File: src/rtl/array_refresh_sched.sv
// Array-side scheduler: zero-latency frame pass-through with periodic refresh
// inserted only at frame boundaries, postponed under traffic up to a limit.
module array_refresh_sched #(
  parameter int unsigned ARRAY_FRAME_DATA_WIDTH = 89,
  parameter int unsigned TREFI                  = 7800,
  parameter int unsigned TRFC                   = 350,
  parameter int unsigned MAX_POSTPONE           = 8,
  parameter int unsigned PEND_WIDTH             = 4
) (
  input  logic                              clk,
  input  logic                              rst,
  input  logic                              mc_en,
  input  logic                              arb_frame_valid,
  output logic                              arb_frame_ready,
  input  logic [ARRAY_FRAME_DATA_WIDTH-1:0] arb_frame_data,
  output logic                              array_frame_valid,
  input  logic                              array_frame_ready,
  output logic [ARRAY_FRAME_DATA_WIDTH-1:0] array_frame_data,
  output logic                              ref_req,
  input  logic                              ref_ack,
  output logic [PEND_WIDTH-1:0]             ref_pending,
  output logic                              ref_busy,
  output logic                              ref_overflow,
  output logic                              proto_err
);

  localparam int unsigned TMR_W   = $clog2(TREFI);
  localparam int unsigned CNT_W   = $clog2(TRFC + 1);
  localparam int unsigned EOF_BIT = ARRAY_FRAME_DATA_WIDTH - 1;
  localparam int unsigned SOF_BIT = ARRAY_FRAME_DATA_WIDTH - 2;

  typedef enum logic [1:0] {IDLE, FRAME, REF, RECOV} state_e;

  state_e                state_q, state_d;
  logic [TMR_W-1:0]      timer_q, timer_d;
  logic [CNT_W-1:0]      cnt_q, cnt_d;
  logic [PEND_WIDTH-1:0] pending_q, pending_d;
  logic                  ref_req_q, ref_req_d;
  logic                  ref_busy_q, ref_busy_d;
  logic                  ref_overflow_q, ref_overflow_d;
  logic                  proto_err_q, proto_err_d;

  logic tick, at_max, take_ref, pass, beat_acc, ack_ok, sof, eof;

  always_comb begin
    tick     = mc_en && (timer_q == TMR_W'(TREFI - 1));
    at_max   = (pending_q == PEND_WIDTH'(MAX_POSTPONE));
    take_ref = (state_q == IDLE) && mc_en && (pending_q != '0) && (!arb_frame_valid || at_max);
    pass     = ((state_q == IDLE) && !take_ref) || (state_q == FRAME);
    beat_acc = arb_frame_valid && array_frame_ready && pass;
    ack_ok   = (state_q == REF) && ref_ack;
    sof      = arb_frame_data[SOF_BIT];
    eof      = arb_frame_data[EOF_BIT];

    state_d        = state_q;
    cnt_d          = cnt_q;
    pending_d      = pending_q;
    ref_overflow_d = ref_overflow_q;
    proto_err_d    = proto_err_q;

    if (!mc_en || tick) timer_d = '0;
    else                timer_d = timer_q + TMR_W'(1);

    // Simultaneous tick and ack cancel; a tick at saturation is lost and flagged.
    if (tick && at_max) ref_overflow_d = 1'b1;
    if (tick && !ack_ok) begin
      if (!at_max) pending_d = pending_q + PEND_WIDTH'(1);
    end else if (ack_ok && !tick) begin
      pending_d = pending_q - PEND_WIDTH'(1);
    end

    unique case (state_q)
      IDLE: begin
        if (take_ref) begin
          state_d = REF;
        end else if (beat_acc) begin
          if (!sof)      proto_err_d = 1'b1;
          else if (!eof) state_d     = FRAME;
        end
      end
      FRAME: begin
        if (beat_acc) begin
          if (eof)      state_d     = IDLE;
          else if (sof) proto_err_d = 1'b1;
        end
      end
      REF: begin
        if (ref_ack) begin
          cnt_d   = CNT_W'(TRFC - 1);
          state_d = RECOV;
        end
      end
      RECOV: begin
        if (cnt_q == '0) state_d = IDLE;
        else             cnt_d   = cnt_q - CNT_W'(1);
      end
      default: state_d = IDLE;
    endcase

    ref_req_d  = (state_d == REF);
    ref_busy_d = (state_d == REF) || (state_d == RECOV);
  end

  always_ff @(posedge clk or posedge rst) begin
    if (rst) begin
      state_q        <= IDLE;
      timer_q        <= '0;
      cnt_q          <= '0;
      pending_q      <= '0;
      ref_req_q      <= 1'b0;
      ref_busy_q     <= 1'b0;
      ref_overflow_q <= 1'b0;
      proto_err_q    <= 1'b0;
    end else begin
      state_q        <= state_d;
      timer_q        <= timer_d;
      cnt_q          <= cnt_d;
      pending_q      <= pending_d;
      ref_req_q      <= ref_req_d;
      ref_busy_q     <= ref_busy_d;
      ref_overflow_q <= ref_overflow_d;
      proto_err_q    <= proto_err_d;
    end
  end

  assign array_frame_valid = arb_frame_valid & pass;
  assign arb_frame_ready   = array_frame_ready & pass;
  assign array_frame_data  = arb_frame_data;
  assign ref_req           = ref_req_q;
  assign ref_pending       = pending_q;
  assign ref_busy          = ref_busy_q;
  assign ref_overflow      = ref_overflow_q;
  assign proto_err         = proto_err_q;

endmodule

File: config.mk
export PLATFORM = sky130hd
export DESIGN_NAME = array_refresh_sched
export DESIGN_NICKNAME = d
export VERILOG_FILES = /design/src/rtl/array_refresh_sched.sv
export SDC_FILE = /design/constraint.sdc
export NUM_CORES = 1
export LEC_CHECK = 0
export BUFFER_PORTS_ARGS = -buffer_cell sky130_fd_sc_hd__buf_2
export CAP_MARGIN = 20
export CORE_MARGIN = 5
export CORE_UTILIZATION = 37
export CTS_BUF_LIST = sky130_fd_sc_hd__clkbuf_4
export CTS_CLUSTER_SIZE = 12
export DETAILED_ROUTE_END_ITERATION = 8
export PLACE_DENSITY_LB_ADDON = 0.12
export REMOVE_ABC_BUFFERS = 1
export SETUP_SLACK_MARGIN = 0.5
export SYNTH_ARGS = -nofsm -noshare
export SYNTH_HDL_FRONTEND = slang
export SYNTH_SLANG_ARGS = --single-unit
export TNS_END_PERCENT = 1
File: constraint.sdc
create_clock -name clk -period 2.6 [get_ports clk]
set_input_delay 0.52 -clock clk [delete_from_list [all_inputs] [get_ports clk]]
set_output_delay 0.52 -clock clk [all_outputs]
set_load 0.01 [all_outputs]
==> run summary <==
The flow ran to the end, and the final reports show no timing, DRC or antenna violations. For the standard cell area after detailed placement, the log shows 2003 um^2. The detailed router finished its first iteration with 111 violations. The async set-reset flop share out of synthesis was 1.000. The worst hold path belongs to the class primary input to asynchronous set/reset pin. During placement, the flow inserted port buffers numbering 19. Hold violation total from the final report: 0. The number of design rule violations left after detail routing came out at 0. The critical path is of the register to primary output type.

The synthesized design contains 31 register bits. The worst setup path is captured at a primary output. For the area of combinational cells with multiple inputs, the log shows 1012 um^2.

TritonCTS built the clock tree. Of all nets on the critical path, the largest fanout is 3. For the area of all placed cells without fillers, the log shows 2195 um^2. The sequential element share of the synthesized area was 0.3194. Counting every instance in the synthesized netlist gives 267. 0 antenna diodes ended up in the layout. The clock tree synthesis step divided the H-tree into 2 levels. The half-perimeter wire length of the detailed placement result is 11.77 mm. The critical path goes through or3_4, o211ai_1, nor2_1, nor3b_1, buf_2. The final period utilization is 0.9179. In this run the standard cell core region covers 6350 um^2. Across the run, the number of max-cap violations was 0. The ratio of total power to cell area is 726.8 nW/um^2, and the deepest clock path buffer count is 2. The library cell with the largest summed area after synthesis is sky130_fd_sc_hd__dfrtp_1. For the netlist area before placement, the log shows 2429 um^2. Setup repair after global routing could not meet its margin everywhere.

Number of global-route vias before repair: 1785. The average routed wire per standard cell works out to 45.68 um. For this design, the slowest cell found on the critical path is sky130_fd_sc_hd__or3_4.

The final period demand of the worst path is 2386 ps, and the total area of sequential cells is 777.0 um^2. Entering global routing, the biggest net connects 32 pins. The layout has 636 filler cells. The reported leakage power was 0.9235 nW; the area share of the largest cell type after synthesis was 0.3194. By area the synthesized netlist is led by sky130_fd_sc_hd__dfrtp_1 32%, sky130_fd_sc_hd__buf_4 28%, sky130_fd_sc_hd__xnor2_1 3.6%. For the worst setup path, the data required time is 2080 ps. After clock tree synthesis, the clock-pin slew on the worst setup and hold paths is 130 ps. Setup violations remaining at the end of the flow were counted as 0.

The vertical die dimension was 91.02 um. For this block, the routed nets add up to 13.38 mm of wire. Post-synthesis area per instance: 9.096 um^2. The run gives 4 as the total iterations of the first detailed-routing run. The routability congestion estimate was 1.085.

Clock tree synthesis selected as its root buffer the cell sky130_fd_sc_hd__clkbuf_4. Via density per instance: 6.000. The most common flop cell mapped by yosys was sky130_fd_sc_hd__dfrtp_1.

The tools report the launching element type of the critical path as a register. The initial core utilization is 0.3825. For the max-slew violation total from the final report, the log shows 0.

The initialized floorplan defines 29 standard-cell rows. The overall global routing resource usage was 0.3159. At the worst endpoint, the arrival time is 1870 ps. The number of distinct library cell variants in the gate-level netlist after synthesis was 44; the relative slew slack was 0.6231. The detail route stage leaves a number of antenna-violating nets equal to 0. The setup TNS after final layout was 0 ps. The total die area was 8284 um^2. The logs give 5 for the number of buffers created by CTS and 1758 for the number of vias in the routed layout.

Static timing analysis puts the maximum clock frequency at 419.0 MHz. The number of synthesized flops with an enable pin is 0, and the total overflow reported by the global router is 0. Largest stage delay on the critical path: 400 ps. The share of final-layout standard cells stronger than drive strength 1 came out at 0.3009.

The total number of nets in the final design came out at 316. The later pin in the worst-skew pair is clocked with a latency of 350 ps. The first global-routing pass estimated 17.54 mm of wire.

Between clock sinks in the finished design, the worst skew comes to 23.29 ps. For the initial antenna violation count, the log shows 0. The count of yosys warnings during synthesis is 0. For the pin with the worst max-slew slack, the measured transition is 560.6 ps. The signed area change from the synthesized netlist to the final layout is -9.634%, and the die extent in x is 91.02 um.

The worst-case vdd ir drop is 331.8 uV, and the clock sink total is 31. 194 I/O pins were placed.
## critical path, delay by kind of cell, from the launching register on
kind | cells | cell delay (ps)
flops | 1 | 390
simple gates | 3 | 700
compound gates | 1 | 260
buf+inv | 1 | 190
## per-layer routing
metal	global-route usage	part of all wire	vias to the layer above
met5	0.08333	0.0046	-
met4	0.1614	0.057	2
met3	0.4099	0.27	44
met2	0.4934	0.46	202
met1	0.1911	0.21	787
li1	-	-	723
## final cells by class
| type | instances | share of cell area |
|---|---|---|
| multi-input cells | 132 | 0.4612 |
| flip-flops and latches | 31 | 0.3540 |
| clock inverters | 3 | 0.006842 |
| inverters | 9 | 0.01539 |
| repair buffers | 36 | 0.1015 |
| well taps | 77 | 0.04390 |
| clock buffers | 5 | 0.01710 |
## final timing paths
path / cells after the start / startpoint / slack (ps) / to
min in group clk: 1 / ref_overflow$_DFFE_PP0P_ / 480 / ref_overflow$_DFFE_PP0P_
worst max register to register: 8 / timer_q[3]$_DFF_PP0_ / 300 / ref_pending[3]$_DFFE_PP0P_
worst min register to register: 1 / ref_overflow$_DFFE_PP0P_ / 480 / ref_overflow$_DFFE_PP0P_
max in group asynchronous: 3 / rst / 2010 / ref_pending[2]$_DFFE_PP0P_
worst max-delay path: 5 / ref_pending[0]$_DFFE_PP0P_ / 210 / arb_frame_ready
worst min-delay path: 3 / rst / 240 / ref_pending[3]$_DFFE_PP0P_
## cells in the mapped netlist, drive strengths merged, types with 3 or more instances
library cell,count
o31ai,5
clkbuf,4
inv,9
mux2i,4
nor3b,3
mux2,3
or3,3
buf,91
xor2,3
xnor2,10
nand4,3
or4,5
nand2,11
nand3,10
nor3,7
nor4,4
nor2,20
dfrtp,31
ha,5
a21oi,6
## where the power goes
| group | switching (W) | total, W | internal [W] |
|---|---|---|---|
| combinational | 0.000319 | 0.000632 | 0.000313 |
| clock | 0.000182 | 0.000282 | 0.000101 |
| sequential | 0.000103 | 0.000681 | 0.000578 |
## logic make-up after synthesis
| logic type | after synthesis | share of synthesized area |
|---|---|---|
| simple gates | 80 | 0.1855 |
| buf+inv | 104 | 0.3019 |
| flops | 31 | 0.3194 |
| fa+ha+maj | 6 | 0.03400 |
| xor+xnor | 13 | 0.04688 |
| compound gates | 26 | 0.08192 |
| mux | 7 | 0.03040 |
## what timing repair did
action / 4_1_cts / 5_1_grt
gates resized for setup: 6 / 7
gates cloned: 0 / 0
pin swaps: 4 / 5
hold buffers: 0 / 0
buffers inserted: 6 / 1
endpoints found under the setup margin: 6 / 13
## metrics by stage
stage | util | worst slack (ps) | total power, W | hold WS (ps) | instances
global route | 0.3456 | 149.5 | 0.001713 | 298.5 | 293
finish | 0.3456 | 213.6 | 0.001595 | 243.1 | 293
detailed placement | 0.3155 | 76.87 | 0.001192 | 456.9 | 278
floorplan | - | 294.7 | 0.001008 | 454.7 | 172
global placement | 0.3155 | 201.9 | 0.001177 | 439.9 | 278
CTS | 0.3377 | 201.7 | 0.001530 | 251.3 | 292
## registers in the layout, indices dropped and copies added (netlist names)
register and cells:
cnt_q 9, proto_err 1, ref_busy 1, ref_overflow 1, ref_pending 4, ref_req 1
state_q 1, timer_q 13
## cell usage in the layout (no fill, tap or decap), types with 3 or more instances in the layout
cell type	n
sky130_fd_sc_hd__buf_4	17
sky130_fd_sc_hd__dfrtp_1	30
sky130_fd_sc_hd__nand2_1	10
sky130_fd_sc_hd__xor2_1	3
sky130_fd_sc_hd__xnor2_1	10
sky130_fd_sc_hd__mux2_2	3
sky130_fd_sc_hd__nor3b_1	3
sky130_fd_sc_hd__a21oi_1	5
sky130_fd_sc_hd__clkinv_2	3
sky130_fd_sc_hd__nand3_1	9
sky130_fd_sc_hd__o31ai_1	5
sky130_fd_sc_hd__inv_1	9
sky130_fd_sc_hd__or4_1	4
sky130_fd_sc_hd__nor2_1	20
sky130_fd_sc_hd__buf_2	19
sky130_fd_sc_hd__nor3_1	7
sky130_fd_sc_hd__nand4_1	3
sky130_fd_sc_hd__mux2i_1	4
sky130_fd_sc_hd__clkbuf_4	5
Note: power is estimated with default switching activity, not from simulation.
